<file path="src/rtl/slave_rx_sequencer_if.sv">
// Bus between the slave RX sequencer, the packet receiver, the handshake
// transmitter and the endpoint. The sequencer connects through the slave modport.
interface slave_rx_sequencer_if;
    logic       startRx;
    logic       endPointReady;
    logic       epStall;
    logic       isoEn;
    logic       expDataSeq;
    logic       RXPacketRdy;
    logic [3:0] RxPID;
    logic       CRCError;
    logic       bitStuffError;
    logic       RXOverflow;
    logic       RXTimeOut;
    logic       dataSequence;
    logic       sendPacketRdy;
    logic       getPacketEn;
    logic       sendPacketWEn;
    logic [3:0] sendPacketPID;
    logic       transDone;
    logic [7:0] transStatus;
    logic       toggleDataSeq;
    logic       rxBusy;

    modport slave (
        input  startRx, endPointReady, epStall, isoEn, expDataSeq,
        input  RXPacketRdy, RxPID, CRCError, bitStuffError, RXOverflow,
        input  RXTimeOut, dataSequence, sendPacketRdy,
        output getPacketEn, sendPacketWEn, sendPacketPID, transDone,
        output transStatus, toggleDataSeq, rxBusy
    );

    modport master (
        output startRx, endPointReady, epStall, isoEn, expDataSeq,
        output RXPacketRdy, RxPID, CRCError, bitStuffError, RXOverflow,
        output RXTimeOut, dataSequence, sendPacketRdy,
        input  getPacketEn, sendPacketWEn, sendPacketPID, transDone,
        input  transStatus, toggleDataSeq, rxBusy
    );
endinterface

</file>
<file path="src/rtl/slave_rx_sequencer.sv">
// Sequences reception of one DATA packet and the ACK/NAK/STALL handshake reply.
// Define SLV_RX_WDOG_EN to add an 8-bit watchdog that aborts a stalled WAIT_PKT.
module slave_rx_sequencer (
    input  logic                  clk_i,
    input  logic                  rst_ni,
    slave_rx_sequencer_if.slave   bus
);

    typedef enum logic [2:0] {
        IDLE,
        WAIT_PKT,
        EVAL,
        SEND_HS,
        WAIT_HS,
        DONE
    } state_e;

    state_e     state_q, state_d;
    logic [1:0] pidType_q, pidType_d;
    logic       crc_q, crc_d;
    logic       bs_q, bs_d;
    logic       ovf_q, ovf_d;
    logic       to_q, to_d;
    logic       dseq_q, dseq_d;
    logic       ack_q, ack_d;
    logic       nak_q, nak_d;
    logic       stall_q, stall_d;
    logic       match_q, match_d;
    logic       gpe_q, gpe_d;
    logic       wen_q, wen_d;
    logic [3:0] hsPid_q, hsPid_d;
    logic       done_q, done_d;
    logic [7:0] status_q, status_d;
    logic       tog_q, tog_d;
    logic       busy_q, busy_d;
    logic       dropPkt;
`ifdef SLV_RX_WDOG_EN
    logic [7:0] wdog_q, wdog_d;
`endif

    assign dropPkt = to_q | crc_q | bs_q | (pidType_q != 2'b11) | bus.isoEn;

    always_comb begin
        state_d   = state_q;
        pidType_d = pidType_q;
        crc_d     = crc_q;
        bs_d      = bs_q;
        ovf_d     = ovf_q;
        to_d      = to_q;
        dseq_d    = dseq_q;
        ack_d     = ack_q;
        nak_d     = nak_q;
        stall_d   = stall_q;
        match_d   = match_q;
        hsPid_d   = hsPid_q;
        status_d  = status_q;
        gpe_d     = 1'b0;
        wen_d     = 1'b0;
        done_d    = 1'b0;
        tog_d     = 1'b0;
`ifdef SLV_RX_WDOG_EN
        wdog_d    = wdog_q;
`endif

        unique case (state_q)
            IDLE: begin
                if (bus.startRx) begin
                    state_d = WAIT_PKT;
                    gpe_d   = 1'b1;
`ifdef SLV_RX_WDOG_EN
                    wdog_d  = 8'd0;
`endif
                end
            end
            WAIT_PKT: begin
                if (bus.RXPacketRdy) begin
                    pidType_d = bus.RxPID[1:0];
                    crc_d     = bus.CRCError;
                    bs_d      = bus.bitStuffError;
                    ovf_d     = bus.RXOverflow;
                    to_d      = bus.RXTimeOut;
                    dseq_d    = bus.dataSequence;
                    state_d   = EVAL;
                end
`ifdef SLV_RX_WDOG_EN
                else if (wdog_q == 8'd255) begin
                    // Watchdog expiry reports as a receiver timeout with nothing else seen.
                    crc_d   = 1'b0;
                    bs_d    = 1'b0;
                    ovf_d   = 1'b0;
                    to_d    = 1'b1;
                    dseq_d  = 1'b0;
                    ack_d   = 1'b0;
                    nak_d   = 1'b0;
                    stall_d = 1'b0;
                    match_d = 1'b0;
                    state_d = DONE;
                end else begin
                    wdog_d = wdog_q + 8'd1;
                end
`endif
            end
            EVAL: begin
                ack_d   = 1'b0;
                nak_d   = 1'b0;
                stall_d = 1'b0;
                match_d = (dseq_q == bus.expDataSeq);
                if (dropPkt) begin
                    hsPid_d = 4'h0;
                    state_d = DONE;
                end else begin
                    if (bus.epStall) begin
                        stall_d = 1'b1;
                        hsPid_d = 4'hE;
                    end else if (!bus.endPointReady || ovf_q) begin
                        nak_d   = 1'b1;
                        hsPid_d = 4'hA;
                    end else begin
                        ack_d   = 1'b1;
                        hsPid_d = 4'h2;
                    end
                    wen_d   = bus.sendPacketRdy;
                    state_d = SEND_HS;
                end
            end
            SEND_HS: begin
                // The write strobe is issued inside SEND_HS; leave once it has been seen.
                if (wen_q) begin
                    state_d = WAIT_HS;
                end else if (bus.sendPacketRdy) begin
                    wen_d = 1'b1;
                end
            end
            WAIT_HS: begin
                if (bus.sendPacketRdy) begin
                    state_d = DONE;
                end
            end
            DONE: begin
                state_d = IDLE;
            end
            default: begin
                state_d = IDLE;
            end
        endcase

        if (state_d == DONE) begin
            done_d   = 1'b1;
            status_d = {ack_d, dseq_d, stall_d, nak_d, to_d, ovf_d, bs_d, crc_d};
            tog_d    = ack_d & match_d;
        end

        busy_d = (state_d != IDLE);
    end

    always_ff @(posedge clk_i or negedge rst_ni) begin
        if (!rst_ni) begin
            state_q   <= IDLE;
            pidType_q <= 2'b00;
            crc_q     <= 1'b0;
            bs_q      <= 1'b0;
            ovf_q     <= 1'b0;
            to_q      <= 1'b0;
            dseq_q    <= 1'b0;
            ack_q     <= 1'b0;
            nak_q     <= 1'b0;
            stall_q   <= 1'b0;
            match_q   <= 1'b0;
            gpe_q     <= 1'b0;
            wen_q     <= 1'b0;
            hsPid_q   <= 4'h0;
            done_q    <= 1'b0;
            status_q  <= 8'h00;
            tog_q     <= 1'b0;
            busy_q    <= 1'b0;
`ifdef SLV_RX_WDOG_EN
            wdog_q    <= 8'd0;
`endif
        end else begin
            state_q   <= state_d;
            pidType_q <= pidType_d;
            crc_q     <= crc_d;
            bs_q      <= bs_d;
            ovf_q     <= ovf_d;
            to_q      <= to_d;
            dseq_q    <= dseq_d;
            ack_q     <= ack_d;
            nak_q     <= nak_d;
            stall_q   <= stall_d;
            match_q   <= match_d;
            gpe_q     <= gpe_d;
            wen_q     <= wen_d;
            hsPid_q   <= hsPid_d;
            done_q    <= done_d;
            status_q  <= status_d;
            tog_q     <= tog_d;
            busy_q    <= busy_d;
`ifdef SLV_RX_WDOG_EN
            wdog_q    <= wdog_d;
`endif
        end
    end

    assign bus.getPacketEn   = gpe_q;
    assign bus.sendPacketWEn = wen_q;
    assign bus.sendPacketPID = hsPid_q;
    assign bus.transDone     = done_q;
    assign bus.transStatus   = status_q;
    assign bus.toggleDataSeq = tog_q;
    assign bus.rxBusy        = busy_q;

endmodule

</file>
<file path="src/flat_wrapper.sv">
// flat-port wrapper written by rule: the top's interface ports become plain ports
module slave_rx_sequencer_flat 
  (clk_i, rst_ni, bus_startRx, bus_endPointReady, bus_epStall, bus_isoEn, bus_expDataSeq, bus_RXPacketRdy, bus_RxPID, bus_CRCError, bus_bitStuffError, bus_RXOverflow, bus_RXTimeOut, bus_dataSequence, bus_sendPacketRdy, bus_getPacketEn, bus_sendPacketWEn, bus_sendPacketPID, bus_transDone, bus_transStatus, bus_toggleDataSeq, bus_rxBusy);
  slave_rx_sequencer_if bus_i ();
  input  logic clk_i;
  input  logic rst_ni;
  input wire logic [$bits(bus_i.startRx)-1:0] bus_startRx;
  input wire logic [$bits(bus_i.endPointReady)-1:0] bus_endPointReady;
  input wire logic [$bits(bus_i.epStall)-1:0] bus_epStall;
  input wire logic [$bits(bus_i.isoEn)-1:0] bus_isoEn;
  input wire logic [$bits(bus_i.expDataSeq)-1:0] bus_expDataSeq;
  input wire logic [$bits(bus_i.RXPacketRdy)-1:0] bus_RXPacketRdy;
  input wire logic [$bits(bus_i.RxPID)-1:0] bus_RxPID;
  input wire logic [$bits(bus_i.CRCError)-1:0] bus_CRCError;
  input wire logic [$bits(bus_i.bitStuffError)-1:0] bus_bitStuffError;
  input wire logic [$bits(bus_i.RXOverflow)-1:0] bus_RXOverflow;
  input wire logic [$bits(bus_i.RXTimeOut)-1:0] bus_RXTimeOut;
  input wire logic [$bits(bus_i.dataSequence)-1:0] bus_dataSequence;
  input wire logic [$bits(bus_i.sendPacketRdy)-1:0] bus_sendPacketRdy;
  output wire logic [$bits(bus_i.getPacketEn)-1:0] bus_getPacketEn;
  output wire logic [$bits(bus_i.sendPacketWEn)-1:0] bus_sendPacketWEn;
  output wire logic [$bits(bus_i.sendPacketPID)-1:0] bus_sendPacketPID;
  output wire logic [$bits(bus_i.transDone)-1:0] bus_transDone;
  output wire logic [$bits(bus_i.transStatus)-1:0] bus_transStatus;
  output wire logic [$bits(bus_i.toggleDataSeq)-1:0] bus_toggleDataSeq;
  output wire logic [$bits(bus_i.rxBusy)-1:0] bus_rxBusy;
  assign bus_i.startRx = bus_startRx;
  assign bus_i.endPointReady = bus_endPointReady;
  assign bus_i.epStall = bus_epStall;
  assign bus_i.isoEn = bus_isoEn;
  assign bus_i.expDataSeq = bus_expDataSeq;
  assign bus_i.RXPacketRdy = bus_RXPacketRdy;
  assign bus_i.RxPID = bus_RxPID;
  assign bus_i.CRCError = bus_CRCError;
  assign bus_i.bitStuffError = bus_bitStuffError;
  assign bus_i.RXOverflow = bus_RXOverflow;
  assign bus_i.RXTimeOut = bus_RXTimeOut;
  assign bus_i.dataSequence = bus_dataSequence;
  assign bus_i.sendPacketRdy = bus_sendPacketRdy;
  assign bus_getPacketEn = bus_i.getPacketEn;
  assign bus_sendPacketWEn = bus_i.sendPacketWEn;
  assign bus_sendPacketPID = bus_i.sendPacketPID;
  assign bus_transDone = bus_i.transDone;
  assign bus_transStatus = bus_i.transStatus;
  assign bus_toggleDataSeq = bus_i.toggleDataSeq;
  assign bus_rxBusy = bus_i.rxBusy;
  slave_rx_sequencer u_core (.clk_i(clk_i), .rst_ni(rst_ni), .bus(bus_i));
endmodule
</file>
<file path="config.mk">
export PLATFORM = sky130hd
export DESIGN_NAME = slave_rx_sequencer_flat
export DESIGN_NICKNAME = d
export VERILOG_FILES = /design/src/rtl/slave_rx_sequencer_if.sv /design/src/rtl/slave_rx_sequencer.sv /design/src/flat_wrapper.sv
export SDC_FILE = /design/constraint.sdc
export NUM_CORES = 1
export LEC_CHECK = 0
export CORE_ASPECT_RATIO = 1.2
export CORE_MARGIN = 10
export CORE_UTILIZATION = 23
export DETAILED_ROUTE_END_ITERATION = 16
export PLACE_DENSITY_LB_ADDON = 0.05
export SLEW_MARGIN = 20
export SYNTH_ARGS = -nofsm -noshare
export SYNTH_HDL_FRONTEND = slang
export SYNTH_SLANG_ARGS = --single-unit
</file>
<file path="constraint.sdc">
create_clock -name clk_i -period 2.95 [get_ports clk_i]
set_input_delay 0.7375 -clock clk_i [delete_from_list [all_inputs] [get_ports clk_i]]
set_output_delay 0.7375 -clock clk_i [all_outputs]
set_load 0.005 [all_outputs]
</file>
==> flow_metrics.env, run 1 <==
export IMPL_drcViolationCount=0
export IMPL_critPathMaxStageDelay_ps=440
export IMPL_fin_area_um2=1760
export IMPL_slew_viol_final=0
export IMPL_viasPerCell=4.313
export IMPL_pin_count=35
export IMPL_rsz0062_at_grt="no"
export IMPL_start_util_pct=23.95
export IMPL_numCtsBuffers=5
export IMPL_antenna_left=0
export IMPL_synthAdderAreaFrac_pct=0
export IMPL_gp_congestion=0.7431
export IMPL_path_buf_inv=1
export IMPL_hold_path_class="flip-flop to flip-flop"
export IMPL_reg2reg_to="u_core.bus.transStatus[6]$_DFFE_PN0N_"
export IMPL_hold_buffers=0
export IMPL_synth_compound_area_share_pct=10.60
export IMPL_async_reset_ff_share_pct=100.0
export IMPL_ys_types=32
export IMPL_dp_cells=193
export IMPL_antenna_found_initial=0
export IMPL_critPathSlowestCell="clkdlybuf4s50_1"
export IMPL_maxCapViolCount=0
export IMPL_path_clk_slew_ps=60
export IMPL_fp_dieH_um=101.9
export IMPL_yosysTopAreaCellShare_pct=58.37
export IMPL_drive_above_1_share_pct=17.99
export IMPL_p_leak_uw=0.0007729
export IMPL_power_density_nw_per_um2=927.6
export IMPL_h_tree_depth=2
export IMPL_areaGrowthSynthToFinish_pct=36.87
export IMPL_finalHoldViolCount=0
export IMPL_grt_use_total_pct=6.876
export IMPL_timing_fmax_mhz=421.5
export IMPL_crit_required_ps=3110
export IMPL_wl_per_cell_um=14.47
export IMPL_die_area_um2=8996
export IMPL_synth_largest_area_cell="dfrtp_1"
export IMPL_finalWirelength_um=2909
export IMPL_numClockSinks=30
export IMPL_cts_resized_gates=0
export IMPL_synth_nets=122
export IMPL_run_status="finished clean"
export IMPL_layout_nets=156
export IMPL_synthSimpleGateAreaFrac_pct=14.79
export IMPL_synth_avg_cell_area_um2=12.37
export IMPL_port_buffer_count=31
export IMPL_ys_ff_latch=30
export IMPL_grt_pass1_wl_um=4719
export IMPL_n_antenna_cell=0
export IMPL_min_path_cells=2
export IMPL_cts_setup_buffers=0
export IMPL_startpoint="bus_RXPacketRdy"
export IMPL_period_needed_ps=2373
export IMPL_ys_seq_area_share_pct=58.37
export IMPL_hold_slack_ps=478.2
export IMPL_synth_common_cells="dfrtp_1 (30), nand2_1 (15), mux2_2 (13), o21ai_0 (8), nand2b_1 (5)"
export IMPL_synth_edf_count=0
export IMPL_synth_mux_area_fraction_pct=12.26
export IMPL_fin_worst_skew_ps=8.379
export IMPL_final_setup_viol_count=0
export IMPL_whs_endpoint="u_core.pidType_q[0]$_DFFE_PN0P_"
export IMPL_synth_top_family_by_area="simple AND/OR/NAND/NOR gates"
export IMPL_synthCells=104
export IMPL_place_area_um2=1650
export IMPL_fin_tns_setup_ps=0
export IMPL_yosys_top_cells_area="dfrtp_1 (58%), mux2_2 (11%), nand2_1 (4.4%), o21ai_0 (3.1%), nand2b_1 (2.4%)"
export IMPL_irDropWorstVdd_mv=0.3340
export IMPL_grt_overflow=0
export IMPL_synth_area_um2=1286
export IMPL_synthXorXnorAreaFrac_pct=0.6809
export IMPL_core_um2=5370
export IMPL_power_total_uw=1633
export IMPL_grt_pass1_vias=939
export IMPL_crit_fanout=10
export IMPL_cts_tree="yes"
export IMPL_r2r_cells=4
export IMPL_fin_crit_sh_pct=80.43
export IMPL_vias=867
export IMPL_reg2reg_from="u_core.state_q[0]$_DFF_PN0_"
export IMPL_fillers=557
export IMPL_final_instance_count_excl_fill=201
export IMPL_root_buffer="clkbuf_8"
export IMPL_grt_max_degree=31
export IMPL_r2r_setup_slack_ps=940
export IMPL_clock_latency_ps=280
export IMPL_dp_hpwl_um=2118
export IMPL_postSynth_topFlopCell="dfrtp_1"
export IMPL_crit_type="input port to flip-flop"
export IMPL_crit_path_end_kind="flip-flop"
export IMPL_crit_family="compound AO/OA/AOI/OAI gates"
export IMPL_firstDrtPassIters=2
export IMPL_yosysMostFrequentCell="dfrtp_1"
export IMPL_drt_iter0_drc=33
export IMPL_worstPathCellList="clkdlybuf4s50_1, or3b_1, a21o_1, a22oi_4, mux2_2"
export IMPL_arrival_ps=2530
export IMPL_hp_start="u_core.pidType_q[0]$_DFFE_PN0P_"
export IMPL_clockBufferDepth=2
export IMPL_fp_row_count=29
export IMPL_yosys_warnings=0
export IMPL_die_w_um=88.27
export IMPL_crit_path_start_kind="input port"
[sequential cells by signal, indices dropped and copies added (netlist names), 2 cells and up]
signal / count
u_core.bus.sendPacketPID: 3
u_core.bus.transStatus: 8
u_core.pidType_q: 2
u_core.state_q: 3
[kinds of logic (layout without fill, tap and decap cells)]
kind of cell / Yosys count / after routing
other: 1 / 1
AO/OA/AOI/OAI: 16 / 16
AND/OR/NAND/NOR: 35 / 35
multiplexers: 14 / 14
flip-flops: 30 / 30
XOR/XNOR: 1 / 1
buffers and inverters: 7 / 42
[layout by cell type, fill, tap and decap left out, types with 2 or more instances in the layout]
master,netlist,final
and2_1,3,3
and3_1,2,2
clkbuf_8,0,8
clkdlybuf4s50_1,0,31
dfrtp_1,30,30
inv_1,2,2
mux2_2,13,13
nand2_1,15,15
nand2b_1,5,5
nor3b_1,2,2
o21ai_0,8,8
[report_power, final]
part           leakage (µW)  switching, µW  total (µW)  internal, µW
combinational      0.000331            241         583           341
sequential         0.000384           95.7         664           568
clock             0.0000575            151         386           235
total              0.000773            488        1630          1140
[final cells by class]
cell class | count | area, µm² | share of cell area (%)
Multi-Input combinational cell | 67 | 496.7 | 28.22
Tap cell | 62 | 77.57 | 4.407
Timing Repair Buffer | 32 | 317.8 | 18.05
Clock buffer | 8 | 110.1 | 6.254
Sequential cell | 30 | 750.7 | 42.64
Inverter | 2 | 7.507 | 0.4264
[worst reg2reg max path: cells and delay by family (launching register included)]
family | cells | cell delay, ps
simple gates | 1 | 410
flops | 1 | 470
mux | 1 | 390
compound gates | 2 | 630
[metrics by stage]
| step | utilization [%] | worst slack (ps) |
|---|---|---|
| 4_1_cts | 32.78 | 564.1 |
| 2_1_floorplan | - | 882.5 |
| 3_5_place_dp | 30.73 | 271.5 |
| 5_1_grt | 32.78 | 490.5 |
| 3_3_place_gp | 30.73 | 263.2 |
| 6_report | 32.78 | 577.4 |
[per-layer routing]
| metal | wire length (µm) | GRT usage, % | share of wire, % |
|---|---|---|---|
| met2 | 1378 | 10.22 | 47 |
| met3 | 277 | 3.742 | 9.5 |
| met5 | 0 | 0 | 0 |
| met4 | 19 | 2.989 | 0.65 |
| met1 | 1235 | 7.992 | 42 |
[worst max path at each step]
stage | cells after the start | to | slack (ps)
final | 5 | u_core.bus.transStatus[6]$_DFFE_PN0N_ | 580
after global routing | 5 | u_core.bus.transStatus[2]$_DFFE_PN0N_ | 490
after CTS | 5 | u_core.bus.transStatus[6]$_DFFE_PN0N_ | 560
after detailed placement | 5 | u_core.bus.transStatus[6]$_DFFE_PN0N_ | 270
after global placement | 5 | u_core.bus.transStatus[0]$_DFFE_PN0N_ | 260
after floorplan | 4 | u_core.bus.transStatus[0]$_DFFE_PN0N_ | 880
(Power assumes the default switching activity.)
==> run 2, diff against run 1 <==
- clock period: 2.95 -> 2 ns (I/O delays scaled with it)
==> run 2 against run 1 <==
Effect of this change: count of clock-buffer cells in the layout shrank 1; total power increased by 48%; non-clock buffer count grew 8; sequential share of layout area fell by 1.2 points; first-iteration DRC count fell by 24%; sequential power grew 48%; largest power group unchanged; via count is 3.9% higher; core utilization increased by 0.98 points; cell count up 4.0%; critical path type is now flip-flop to flip-flop.
==> flow_metrics.env, run 2 (synthesis gave the netlist of run 1 again) <==
export IMPL_start_util_pct=23.95
export IMPL_vias=901
export IMPL_firstDrtPassIters=2
export IMPL_core_um2=5370
export IMPL_arrival_ps=2120
export IMPL_hold_buffers=0
export IMPL_timing_fmax_mhz=524.6
export IMPL_irDropWorstVdd_mv=0.5280
export IMPL_post_place_ws_ps=-329.9
export IMPL_layout_nets=164
export IMPL_path_clk_slew_ps=60
export IMPL_grt_pass1_vias=968
export IMPL_final_setup_viol_count=0
export IMPL_run_status="finished clean"
export IMPL_dp_hpwl_um=2263
export IMPL_min_path_cells=2
export IMPL_crit_type="flip-flop to flip-flop"
export IMPL_finalWirelength_um=2907
export IMPL_fin_tns_setup_ps=0
export IMPL_fp_dieH_um=101.9
export IMPL_n_antenna_cell=0
export IMPL_whs_endpoint="u_core.pidType_q[0]$_DFFE_PN0P_"
export IMPL_p_leak_uw=0.0008130
export IMPL_crit_path_start_kind="flip-flop"
export IMPL_reg2reg_from="u_core.crc_q$_DFF_PN0_"
export IMPL_grt_pass1_wl_um=4781
export IMPL_power_density_nw_per_um2=1331
export IMPL_fin_crit_sh_pct=95.31
export IMPL_hold_slack_ps=481.0
export IMPL_numClockSinks=30
export IMPL_drt_iter0_drc=25
export IMPL_pin_count=35
export IMPL_h_tree_depth=2
export IMPL_antenna_found_initial=0
export IMPL_r2r_setup_slack_ps=90
export IMPL_reg2reg_to="u_core.bus.toggleDataSeq$_DFF_PN0_"
export IMPL_largest_register_ffs=8
export IMPL_areaGrowthSynthToFinish_pct=40.95
export IMPL_die_area_um2=8996
export IMPL_crit_path_end_kind="flip-flop"
export IMPL_grt_use_total_pct=7.064
export IMPL_antenna_left=0
export IMPL_hold_path_class="flip-flop to flip-flop"
export IMPL_drive_above_1_share_pct=22.45
export IMPL_numCtsBuffers=5
export IMPL_hp_start="u_core.pidType_q[0]$_DFFE_PN0P_"
export IMPL_root_buffer="clkbuf_8"
export IMPL_viasPerCell=4.311
export IMPL_r2r_cells=4
export IMPL_final_common_cell="clkdlybuf4s50_1"
export IMPL_port_buffer_count=31
export IMPL_power_total_uw=2413
export IMPL_period_needed_ps=1906
export IMPL_die_w_um=88.27
export IMPL_grt_max_degree=31
export IMPL_cts_tree="yes"
export IMPL_clock_latency_ps=270
export IMPL_crit_required_ps=2210
export IMPL_fin_worst_skew_ps=4.521
export IMPL_wl_per_cell_um=13.91
export IMPL_rsz0062_at_grt="no"
export IMPL_fin_ws_ps=93.79
export IMPL_layout_common_cells="clkdlybuf4s50_1 (30), dfrtp_1 (29), nand2_1 (15), mux2_2 (13), o21ai_0 (8)"
export IMPL_drcViolationCount=0
export IMPL_maxCapViolCount=0
export IMPL_slew_viol_final=0
export IMPL_finalHoldViolCount=0
export IMPL_fp_row_count=29
export IMPL_clockBufferDepth=2
export IMPL_gp_congestion=0.7605
export IMPL_crit_fanout=5
export IMPL_grt_overflow=0
[run 2: cell count changes in the layout (fill, tap and decap cells not counted), sizes merged]
cell	change
buf	+8
clkbuf	-1
clkdlybuf4s50	-1
clkinv	+1
dlymetal6s2s	+1
[run 2: power breakdown]
| group | switching, µW | total [µW] | internal (µW) |
|---|---|---|---|
| logic | 374 | 941 | 567 |
| registers | 139 | 980 | 840 |
| clock network | 215 | 492 | 277 |
[run 2: worst max path at each step]
stage / start / to / cells after the start
2_1_floorplan: bus_RXPacketRdy / u_core.bus.transStatus[0]$_DFFE_PN0N_ / 4
3_3_place_gp: bus_RXPacketRdy / u_core.bus.transStatus[3]$_DFFE_PN0N_ / 6
3_5_place_dp: bus_RXPacketRdy / u_core.bus.transStatus[1]$_DFFE_PN0N_ / 6
4_1_cts: bus_RXPacketRdy / u_core.bus.transStatus[1]$_DFFE_PN0N_ / 6
5_1_grt: u_core.crc_q$_DFF_PN0_ / u_core.bus.toggleDataSeq$_DFF_PN0_ / 4
6_report: u_core.crc_q$_DFF_PN0_ / u_core.bus.toggleDataSeq$_DFF_PN0_ / 4
[run 2: metal layers]
layer,global-route usage (%),share of wire [%]
met3,4.379,11
met5,0,0
met2,10.90,48
met4,3.362,0.28
met1,7.451,41
[run 2: layout make-up]
class | instances | area, µm²
Timing Repair Buffer | 40 | 387.9
Clock buffer | 7 | 86.33
Inverter | 2 | 7.507
Fill cell | 575 | 3557
Sequential cell | 30 | 752.0
Clock inverter | 1 | 5.005
Multi-Input combinational cell | 67 | 496.7
Tap cell | 62 | 77.57
[run 2: critical path: stages (launching register included)]
cell,delay [ps]
dfrtp_1,380
or4b_1,540
or2_1,320
o41ai_4,400
and3_1,210
[run 2: timing repair]
| item | 4_1_cts | 5_1_grt |
|---|---|---|
| endpoints found under the hold margin | 0 | 0 |
| buffers inserted | 0 | 0 |
| setup endpoints to repair | 8 | 7 |
| gates resized for setup | 2 | 3 |
| pin swaps | 2 | 2 |
[run 2: metrics by stage]
stage / util (%) / instance area [µm²] / instances
finish: 33.76 / 1813 / 209
global route: 33.76 / 1813 / 209
CTS: 33.69 / 1809 / 209
global placement: 31.85 / 1710 / 201
detailed placement: 31.85 / 1710 / 201
floorplan: - / 1286 / 104
==> run 3, diff against run 2 <==
- clock period: 2 -> 2.2 ns (I/O delays scaled with it)
==> run 3 against run 2 <==
Effect of this change: sequential share of layout area increased by 0.16 points; non-clock buffer count shrank 2; largest cell class unchanged; sequential cell count stayed put; register-to-register slack gained 150 ps; routed wire length is 2.5% higher; sequential power decreased by 9.2%; highest routed layer unchanged; critical path type is now input port to flip-flop.
==> flow_metrics.env, run 3 (synthesis gave the netlist of run 1 again) <==
export IMPL_run_status="finished clean"
export IMPL_n_antenna_cell=0
export IMPL_p_comb_share_pct=38.4
export IMPL_swShare_pct=31.08
export IMPL_timing_fmax_mhz=481.8
export IMPL_multiInputGateArea_um2=496.7
export IMPL_clock_latency_ps=290
export IMPL_hold_slack_ps=481.6
export IMPL_grt_use_total_pct=7.245
export IMPL_crit_path_start_kind="input port"
export IMPL_p_leak_uw=0.0007957
export IMPL_numCtsBuffers=5
export IMPL_crit_required_ps=2370
export IMPL_place_area_um2=1708
export IMPL_pin_count=35
export IMPL_core_um2=5370
export IMPL_p_int_uw=1522
export IMPL_grt_pass1_wl_um=4892
export IMPL_start_util_pct=23.95
export IMPL_antenna_found_initial=0
export IMPL_hp_start="u_core.nak_q$_DFF_PN0_"
export IMPL_antenna_left=0
export IMPL_p_clk_share_pct=21.2
export IMPL_irDropWorstVdd_mv=0.4623
export IMPL_fin_area_um2=1803
export IMPL_largest_register_ffs=8
export IMPL_numClockSinks=30
export IMPL_crit_path_end_kind="flip-flop"
export IMPL_maxCapViolCount=0
export IMPL_viasPerCell=4.333
export IMPL_fillers=568
export IMPL_grt_overflow=0
export IMPL_finalWirelength_um=2981
export IMPL_reg2reg_from="u_core.crc_q$_DFF_PN0_"
export IMPL_hold_buffers=0
export IMPL_r2r_cells=4
export IMPL_power_density_nw_per_um2=1224
export IMPL_cts_tree="yes"
export IMPL_layout_common_cells="clkdlybuf4s50_1 (31), dfrtp_1 (30), nand2_1 (15), mux2_2 (13), o21ai_0 (8)"
export IMPL_areaGrowthSynthToFinish_pct=40.18
export IMPL_reg2reg_to="u_core.bus.toggleDataSeq$_DFF_PN0_"
export IMPL_clockBufferDepth=2
export IMPL_crit_type="input port to flip-flop"
export IMPL_drcViolationCount=0
export IMPL_hold_path_class="flip-flop to flip-flop"
export IMPL_drt_iter0_drc=37
export IMPL_period_needed_ps=2076
export IMPL_fp_row_count=29
export IMPL_path_clk_slew_ps=70
export IMPL_layout_nets=162
export IMPL_root_buffer="clkbuf_8"
export IMPL_fin_worst_skew_ps=8.690
export IMPL_final_common_cell="clkdlybuf4s50_1"
export IMPL_port_buffer_count=31
export IMPL_drive_above_1_share_pct=21.38
export IMPL_r2r_setup_slack_ps=240
export IMPL_arrival_ps=2240
export IMPL_cts_setup_buffers=0
export IMPL_whs_endpoint="u_core.nak_q$_DFF_PN0_"
export IMPL_p_sw_uw=686.0
export IMPL_final_setup_viol_count=0
export IMPL_dp_hpwl_um=2190
export IMPL_slew_viol_final=0
export IMPL_wl_per_cell_um=14.40
export IMPL_fin_crit_sh_pct=94.35
export IMPL_min_path_cells=2
export IMPL_grt_max_degree=31
export IMPL_cts_resized_gates=0
export IMPL_firstDrtPassIters=4
export IMPL_fin_tns_setup_ps=0
export IMPL_gp_congestion=0.7321
export IMPL_finalHoldViolCount=0
export IMPL_crit_fanout=10
export IMPL_fp_dieH_um=101.9
export IMPL_regArea_um2=750.7
export IMPL_vias=897
export IMPL_h_tree_depth=2
export IMPL_rsz0062_at_grt="no"
export IMPL_die_w_um=88.27
export IMPL_grt_pass1_vias=1004
export IMPL_seqPwrFrac_pct=40.3
export IMPL_die_area_um2=8996
==> run 3: cell count changes in the layout (fill, tap and decap cells not counted), sizes merged <==
cell / delta
clkinvlp: +1
clkdlybuf4s50: +1
buf: -2
clkbuf: -1
dlymetal6s2s: -1
==> run 3: power groups by stage <==
stage	Sequential (µW)	Combinational (µW)	Clock, µW
after floorplan	871	480	0
after global placement	902	862	0
after detailed placement	906	872	0
after CTS	898	875	494
after global routing	926	950	513
final	890	849	469
==> run 3: area by class of cell <==
cell class,count,share of cell area (%)
multi-input combinational,67,27.55
inverter,2,0.4164
clock buffer,6,4.580
timing repair buffer,38,20.82
clock inverter,2,0.6940
tap,62,4.303
sequential,30,41.64
==> run 3: worst max-delay path by stage <==
| stage | startpoint | end | slack (ps) | depth (start not counted) |
|---|---|---|---|---|
| 3_5_place_dp | bus_RXPacketRdy | u_core.bus.transStatus[6]$_DFFE_PN0N_ | -180 | 6 |
| 3_3_place_gp | bus_RXPacketRdy | u_core.bus.transStatus[0]$_DFFE_PN0N_ | -170 | 6 |
| 4_1_cts | bus_RXPacketRdy | u_core.bus.transStatus[0]$_DFFE_PN0N_ | 120 | 6 |
| 5_1_grt | bus_RXPacketRdy | u_core.bus.transStatus[6]$_DFFE_PN0N_ | 70 | 6 |
| 6_report | bus_RXPacketRdy | u_core.bus.transStatus[1]$_DFFE_PN0N_ | 120 | 6 |
| 2_1_floorplan | bus_RXPacketRdy | u_core.bus.transStatus[0]$_DFFE_PN0N_ | 320 | 4 |
==> run 3: worst max-delay path, stage by stage <==
cell and delay [ps]:
clkdlybuf4s50_1 420, or3b_1 350, a21o_1 220, a22oi_4 210, buf_12 160, mux2_2 330
==> run 3: per-stage QoR <==
| step | setup slack, ps | total power [µW] | std cells | utilization, % |
|---|---|---|---|---|
| 2_1_floorplan | 320.0 | 1351 | 104 | - |
| 3_3_place_gp | -170.6 | 1764 | 199 | 31.80 |
| 3_5_place_dp | -180.6 | 1777 | 199 | 31.80 |
| 4_1_cts | 117.8 | 2266 | 207 | 33.57 |
| 5_1_grt | 66.28 | 2389 | 207 | 33.57 |
| 6_report | 124.3 | 2208 | 207 | 33.57 |
==> run 3: per-layer routing <==
metal	global-route usage (%)	wire [µm]	up-vias
li1	-	-	438
met1	7.598	1225	426
met2	11.13	1390	28
met3	3.981	315	5
met4	4.483	49	0
met5	0	0	-
